`config.mk`:
```
export PLATFORM = sky130hd
export DESIGN_NAME = driver_hist_monitor
export DESIGN_NICKNAME = d
export VERILOG_FILES = /design/src/rtl/driver_hist_monitor.sv
export SDC_FILE = /design/constraint.sdc
export NUM_CORES = 2
export LEC_CHECK = 0
export BUFFER_PORTS_ARGS = -buffer_cell sky130_fd_sc_hd__buf_2
export CAP_MARGIN = 5
export CORE_UTILIZATION = 30
export CTS_CLUSTER_DIAMETER = 30
export DETAILED_ROUTE_END_ITERATION = 6
export PLACE_DENSITY = 0.51
export SYNTH_ARGS = -nofsm -noshare
export SYNTH_HDL_FRONTEND = slang
export SYNTH_SLANG_ARGS = --single-unit
```
`constraint.sdc`:
```
create_clock -name clk -period 4.4 [get_ports clk]
set_clock_uncertainty 0.15 [all_clocks]
set_input_delay 0.22 -clock clk [delete_from_list [all_inputs] [get_ports clk]]
set_output_delay 0.22 -clock clk [all_outputs]
set_load 0.05 [all_outputs]
```
`src/rtl/driver_hist_monitor.sv`:
```
// driver_hist_monitor: samples the word count of NUM_CH FIFOs every cycle while
// a program runs, bins each level into a saturating histogram and exposes the
// results on the slave register bus for post-run readout.
// Optional feature macro: DRIVER_HIST_MON_PEAK_EN builds per-channel peak-level
// registers at 0x080 + 4c; without it that window reads as zero.
module driver_hist_monitor #(
    parameter int NUM_CH    = 2,
    parameter int BIN_RANGE = 8,
    parameter int MAX_LEVEL = 128,
    parameter int CNT_SIZE  = 16
) (
    input  logic                  clk,
    input  logic                  reset,
    input  logic                  run_program,
    input  logic                  end_program,
    input  logic [16*NUM_CH-1:0]  words_in_fifo,
    input  logic [31:0]           slave_addr,
    input  logic                  slave_rd,
    input  logic                  slave_wr,
    input  logic [31:0]           slave_data_in,
    output logic [31:0]           slave_data_out,
    output logic [1:0]            mon_state,
    output logic                  mon_busy
);
    localparam int NBINS = MAX_LEVEL / BIN_RANGE;
    localparam int SHIFT = $clog2(BIN_RANGE);
    localparam int BW    = (NBINS > 1) ? $clog2(NBINS) : 1;

    typedef enum logic [1:0] {
        ST_IDLE   = 2'd0,
        ST_ACTIVE = 2'd1,
        ST_FROZEN = 2'd2
    } state_t;

    state_t              state_q, state_d;
    logic                valid_q, valid_d;
    logic                busy_q, busy_d;
    logic [BW-1:0]       bin_q [NUM_CH];
    logic [BW-1:0]       bin_d [NUM_CH];
    logic [CNT_SIZE-1:0] cnt_q [NUM_CH][NBINS];
    logic [CNT_SIZE-1:0] cnt_d [NUM_CH][NBINS];
    logic [31:0]         sample_cnt_q, sample_cnt_d;
    logic [31:0]         rdata_q, rdata_d;
    logic [15:0]         level_s [NUM_CH];
    logic                clear_s;
    logic [9:0]          word_idx_s;
    logic                unused_ok_s;

`ifdef DRIVER_HIST_MON_PEAK_EN
    logic [15:0]         peak_q [NUM_CH];
    logic [15:0]         peak_d [NUM_CH];
`endif

    // Bus decode helpers: clear request and word index of the access.
    assign clear_s     = slave_wr && (slave_addr[11:0] == 12'h000) && slave_data_in[0];
    assign word_idx_s  = slave_addr[11:2];
    assign unused_ok_s = ^{slave_addr[31:12], slave_addr[1:0], slave_data_in[31:1]};

    assign slave_data_out = rdata_q;
    assign mon_state      = state_q;
    assign mon_busy       = busy_q;

    // Monitor FSM next state: run starts sampling, end freezes, clear re-arms.
    always_comb begin
        state_d = state_q;
        case (state_q)
            ST_IDLE: begin
                if (run_program && !end_program) state_d = ST_ACTIVE;
                else                             state_d = ST_IDLE;
            end
            ST_ACTIVE: begin
                if (end_program) state_d = ST_FROZEN;
                else             state_d = ST_ACTIVE;
            end
            ST_FROZEN: begin
                if (clear_s) state_d = ST_IDLE;
                else         state_d = ST_FROZEN;
            end
            default: state_d = ST_IDLE;
        endcase
    end

    // First pipeline stage: slice each channel level and compute its bin index.
    always_comb begin
        for (int c = 0; c < NUM_CH; c++) begin
            level_s[c] = words_in_fifo[16*c +: 16];
            if (level_s[c] >= 16'(MAX_LEVEL)) bin_d[c] = BW'(NBINS - 1);
            else                              bin_d[c] = BW'(level_s[c] >> SHIFT);
        end
        // A clear discards the sample taken in the same cycle.
        valid_d = (state_q == ST_ACTIVE) && !clear_s;
        busy_d  = (state_d == ST_ACTIVE) || valid_d;
    end

    // Second pipeline stage: saturating bin and sample counters; clear wins.
    always_comb begin
        cnt_d        = cnt_q;
        sample_cnt_d = sample_cnt_q;
        if (clear_s) begin
            sample_cnt_d = 32'h0;
            for (int c = 0; c < NUM_CH; c++) begin
                for (int b = 0; b < NBINS; b++) begin
                    cnt_d[c][b] = '0;
                end
            end
        end else if (valid_q) begin
            if (sample_cnt_q != 32'hFFFF_FFFF) sample_cnt_d = sample_cnt_q + 32'd1;
            else                               sample_cnt_d = sample_cnt_q;
            for (int c = 0; c < NUM_CH; c++) begin
                for (int b = 0; b < NBINS; b++) begin
                    if ((bin_q[c] == BW'(b)) && (cnt_q[c][b] != {CNT_SIZE{1'b1}}))
                        cnt_d[c][b] = cnt_q[c][b] + CNT_SIZE'(1);
                    else
                        cnt_d[c][b] = cnt_q[c][b];
                end
            end
        end else begin
            sample_cnt_d = sample_cnt_q;
        end
    end

`ifdef DRIVER_HIST_MON_PEAK_EN
    // Peak tracking straight from the sampled level; clear zeroes it.
    always_comb begin
        peak_d = peak_q;
        for (int c = 0; c < NUM_CH; c++) begin
            if (clear_s)
                peak_d[c] = 16'h0;
            else if ((state_q == ST_ACTIVE) && (level_s[c] > peak_q[c]))
                peak_d[c] = level_s[c];
            else
                peak_d[c] = peak_q[c];
        end
    end

    // Peak registers.
    always_ff @(posedge clk) begin
        if (reset) begin
            for (int c = 0; c < NUM_CH; c++) peak_q[c] <= 16'h0;
        end else begin
            peak_q <= peak_d;
        end
    end
`endif

    // Register read mux; the read data is held until the next read strobe.
    always_comb begin
        rdata_d = rdata_q;
        if (slave_rd) begin
            rdata_d = 32'h0;
            if (word_idx_s == 10'h000) begin
                rdata_d = {30'h0, state_q};
            end else if (word_idx_s == 10'h001) begin
                rdata_d = sample_cnt_q;
            end else begin
`ifdef DRIVER_HIST_MON_PEAK_EN
                for (int c = 0; c < NUM_CH; c++) begin
                    if (word_idx_s == 10'(32 + c)) rdata_d = {16'h0, peak_q[c]};
                    else                           rdata_d = rdata_d;
                end
`endif
                for (int c = 0; c < NUM_CH; c++) begin
                    for (int b = 0; b < NBINS; b++) begin
                        if (word_idx_s == 10'(64 + c*NBINS + b)) rdata_d = 32'(cnt_q[c][b]);
                        else                                     rdata_d = rdata_d;
                    end
                end
            end
        end else begin
            rdata_d = rdata_q;
        end
    end

    // State, pipeline, counters and read data registers.
    always_ff @(posedge clk) begin
        if (reset) begin
            state_q      <= ST_IDLE;
            valid_q      <= 1'b0;
            busy_q       <= 1'b0;
            sample_cnt_q <= 32'h0;
            rdata_q      <= 32'h0;
            for (int c = 0; c < NUM_CH; c++) begin
                bin_q[c] <= '0;
                for (int b = 0; b < NBINS; b++) cnt_q[c][b] <= '0;
            end
        end else begin
            state_q      <= state_d;
            valid_q      <= valid_d;
            busy_q       <= busy_d;
            sample_cnt_q <= sample_cnt_d;
            rdata_q      <= rdata_d;
            bin_q        <= bin_d;
            cnt_q        <= cnt_d;
        end
    end

endmodule

```
Word-level counts from Yosys, hierarchy flattened
Cells that the tools add are included.

Magnitude comparators: 2. Reduce and logical (&&, ||, !) cells: 78. Add/sub/neg operators: 33. Mux-type cells: 40. Equality and inequality tests: 99.

Operator list (number): $mux 32 (33); $add 16x1->16 const B (32); $ne 16x16->1 const B (32); $eq 10x7->1 const B (32); $reduce_and 2->1 (33); $eq 4x4->1 const B (16); $logic_and 1x1->1 (36); $add 32x1->32 const B (1); $eq 4x3->1 const B (8); $ge 16x8->1 const B (2); $ne 32x32->1 const B (1); $eq 4x2->1 const B (4); $mux 16 (1); $logic_not 12->1 (1); $eq 10x1->1 const B (1); $logic_not 10->1 (1); $eq 4x1->1 const B (2); $logic_not 4->1 (2); $mux 4 (2); $pmux 2 s3 (1); $eq 2x1->1 const B (2); $mux 2 (2); $eq 2x2->1 const B (1); $logic_not 1->1 (2); 4 further kinds (4).

Output and inout bits: 35. Input bits: 102. Logic and storage cells: 291. Bits in registers: 588.

Longest topological paths before layout
Depth after elaboration: 35. Gate-level depth with buffers: 11. Depth with buffers taken out: 8.

Worst setup path after synthesis
Ideal clock, no wire load.

Kind: input to register. From: input slave_addr[10]. To: register rdata_q[11], in the netlist slave_data_out[11]. Required time: 4130 ps. Arrival: 2007 ps. Setup time: 120 ps. Cell stages on the path: 10. Setup slack: 2123 ps. Path buffers: 3. Path through: buf_2 or4b_1 buf_4 nor3_4 buf_4 a21oi_1 o211ai_1 nand4_1 a311oi_1 nand2_1.

Longest elaborated chain between the ends: 35. Elaborated cells on any way between the ends: 68. Those cells by class: eq/ne (33); mux (34); reduce/logical (1).

RTL lines: start: declaration (RTL line 17) `input logic [31:0] slave_addr,`; $eq 10x7->1 (RTL line 164) `if (word_idx_s == 10'(64 + c*NBINS + b)) rdata_d = 32'(cnt_q[c][b]);`; $mux 16 (RTL line 164); $mux 32 (31 in a row) (RTL line 164); $mux 32 (RTL line 153) `end else if (word_idx_s == 10'h001) begin`; $mux 32 (*) (RTL line 151) `if (word_idx_s == 10'h000) begin`; end signal: assignment (RTL line 191) `rdata_q <= rdata_d;`; end: declaration (RTL line 43) `logic [31:0] rdata_q, rdata_d;`.

Every way passes the cells marked *; elsewhere a longest branch is shown, timed or not. A chain may end at the register's enable or synchronous reset.

Final worst setup path
From: register bin_q[4] in the netlist's numbering. To: register cnt_q[301] in the netlist's numbering.

Longest elaborated chain between the ends: 3.

RTL lines: start: declaration (RTL line 38) `logic [BW-1:0] bin_q [NUM_CH];`; start signal: assignment (RTL line 192) `bin_q <= bin_d;`; $eq 4x4->1 (RTL line 111) `if ((bin_q[c] == BW'(b)) && (cnt_q[c][b] != {CNT_SIZE{1'b1}}))`; $logic_and 1x1->1 (RTL line 111); $reduce_and 2->1 (no source line); end signal: assignment (RTL line 193) `cnt_q <= cnt_d;`; end: declaration (RTL line 40) `logic [CNT_SIZE-1:0] cnt_q [NUM_CH][NBINS];`.

No other way between the ends.

==> results.md <==
- Outcome: finished, violations left
- Violated checks: DRC
- Routed Antenna Nets: 0
- Worst slew margin: 0.279
- RSZ-0062 raised after global routing: false
- Post_cts resized: 0
- Yosys reg bits: 588
- Cells after synthesis: 3767
- FFs w/ async S/R, synth: 0
- Commonest cells post-synth: 689 x nor2_1, 588 x dfxtp_1, 351 x nand2_1
- Cts bufs inserted: 149
- Leakage Power: 13.4 nW
- Setup Buffers After CTS: 0
- Max Root-Sink Buffers: 3
- DR vias/cell: 5.32
- Remaining DRCs: 1
- Ant diodes: 0
- Max Clock Freq: 316 MHz
- # setup viols final: 0
- Primary FF master, synth: dfxtp_1
- CP max-delay cell: nor2b_1
- Number of global-route vias before repair: 26300
- Synth unique cells: 90
- Mean Syn Cell Area: 8.24 µm²
- Initial antenna violation count: 5
- Power Density: 445 nW/µm²
- Tmin final: 3.17 ns
- Final hold vios: 0
- Initial Util: 0.304
- Post-synth top area share: 0.379
- Critical path type: reg -> reg
- Number of synthesized flops with an enable pin: 0
- CTS H-tree lvls: 4
- Die H: 324 µm
- Top-count cell post-synth: nor2_1
- Reg clk slew, reported paths: 0.05 ns
- Critical Path, Cell by Cell: nor2b_1 -> nand2_1 -> a31oi_2 -> nand3_1 -> or3_1 -> a21oi_1
- Seq/Total Area, Yosys: 0.379
- Die area: 105000 µm²
- GRT Overall Usage: 0.215
- Clock Sinks: 588
- Core box area: 102000 µm²
- Die Span X: 324 µm
- Worst-Margin Slew: 1.07 ns
- Synth area leaders: dfxtp_1 38%, nor2_1 8.3%, xor2_1 7.4%, xnor2_1 5.2%, nand2_1 4.2%
- Hpwl dp: 85.3 mm
- Hold-fix buffers, CTS: 24
- Layout cells sized above 1: 0.127
- Aggregate global routing overflow: 0
- IO Count: 137
- Min-Delay Path Class: in -> reg
- Pwr Total: 17.2 mW
- Port Buffers: 79
- Crit-path max FO: 8
- Yosys warnings: 0
- Slew Viols, Final: 0
- Critical path required time: 4.91 ns
- Detailed Routing Iterations Pass 1: 7
- Largest net degree at the start of global routing: 124
- Highest cell delay on the worst timing path: 0.72 ns
- Crit end category: flip-flop
- Synth Cell Area: 31000 µm²
- Placer Congestion: 0.987
- Post-Syn Nets: 3902
- Final net count: 4077
- Fin Setup TNS: 0 ns
- Hold Slack: 0.0245 ns
- First-pass GRT wire length: 170 mm
- Initial DRC Count: 2789
- Wirelength, routed: 115 mm
- Row cnt: 117
- Maximum VDD drop: 0.000344 V
- Clock Latency Late Sink: 0.75 ns
- Root Buffer: clkbuf_16
- Worst EP arrival: 3.67 ns
- Biggest area consumer among synthesized cells: dfxtp_1
- Tcrit/Tclk final: 0.720
- Fillers: 10500
- Nature of the critical path startpoint: flip-flop
- Area Overhead vs Synth: 24.8%
- TritonCTS clock tree: built
- Via Count: 28900
- Max-Cap Viols: 0
- WL per Instance: 21.1 µm
==> report_power, final <==
group,internal (mW),total [mW],switching [mW]
sequential,5.36,5.38,0.0197
combinational,0.119,0.425,0.306
clock,7.92,11.4,3.51
total,13.4,17.2,3.84
==> cells in the final DEF (no fill, tap or decap), types with 29 or more instances in the layout <==
cell and instances:
a21oi_1 146, a22oi_1 77, and3_1 55, and4_1 83, buf_2 77, buf_4 81
clkbuf_1 29, clkbuf_16 151, dfxtp_1 588, ha_1 33, inv_1 89, mux2i_1 63
nand2_1 351, nand3_1 145, nand4_1 149, nor2_1 689, nor2b_1 38, nor3_1 53
o21ai_0 114, or3_1 74, xnor2_1 186, xor2_1 261
==> final timing paths <==
check             depth (start not counted)        startpoint          to  slack [ns]
setup reg to reg                          6          bin_q[4]  cnt_q[301]        1.23
hold / removal                            4  slave_data_in[0]  cnt_q[405]        0.02
hold reg to reg                           2        cnt_q[378]  cnt_q[378]        0.35
setup / recovery                          6          bin_q[4]  cnt_q[301]        1.23
==> critical path: cells and delay by family (launching register included) <==
kind / cells / cell delay (ns)
AO/OA/AOI/OAI: 2 / 0.59
AND/OR/NAND/NOR: 4 / 1.69
flip-flops: 1 / 0.64
==> cells by family (layout without fill, tap and decap cells) <==
group	after synthesis	in the layout	synth area share
and+or+nand+nor	1780	1780	0.282
DFF	588	588	0.379
AOI/OAI and AO/OA	579	579	0.132
xor gates and xnor gates	447	447	0.126
buffers and inverters	256	558	0.0368
muxes	84	84	0.0305
adders and majority gates	33	33	0.0133
==> area by class of cell <==
class,count,area (µm²),share of cell area
repair buffers,191,1410,0.0365
inverters,89,334,0.00862
clock buffers,206,4250,0.110
multi-input cells,2923,18200,0.470
clock inverters,72,1080,0.0278
well taps,1368,1710,0.0442
flip-flops and latches,588,11800,0.304
==> registers in the layout (all words and copies together), names as in the netlist <==
signal	count
mon_busy	1
slave_data_out	32
cnt_q	512
valid_q	1
sample_cnt_q	32
bin_q	8
mon_state	2
==> layer usage <==
layer	up-vias	routed length, µm	global-route usage
met3	263	8780	0.0476
met2	1074	49300	0.322
met5	-	63	0
li1	13700	-	-
met4	10	4670	0.0919
met1	13800	51900	0.295
==> through the flow <==
step	std cells	setup slack (ns)	utilization	area, µm²
floorplan	3767	2.12	-	31000
global placement	5135	0.814	0.325	33200
detailed placement	5135	0.778	0.325	33200
CTS	5437	1.25	0.379	38700
global route	5437	1.10	0.379	38700
finish	5437	1.23	0.379	38700
No activity file was read; power rests on OpenSTA's default activity.
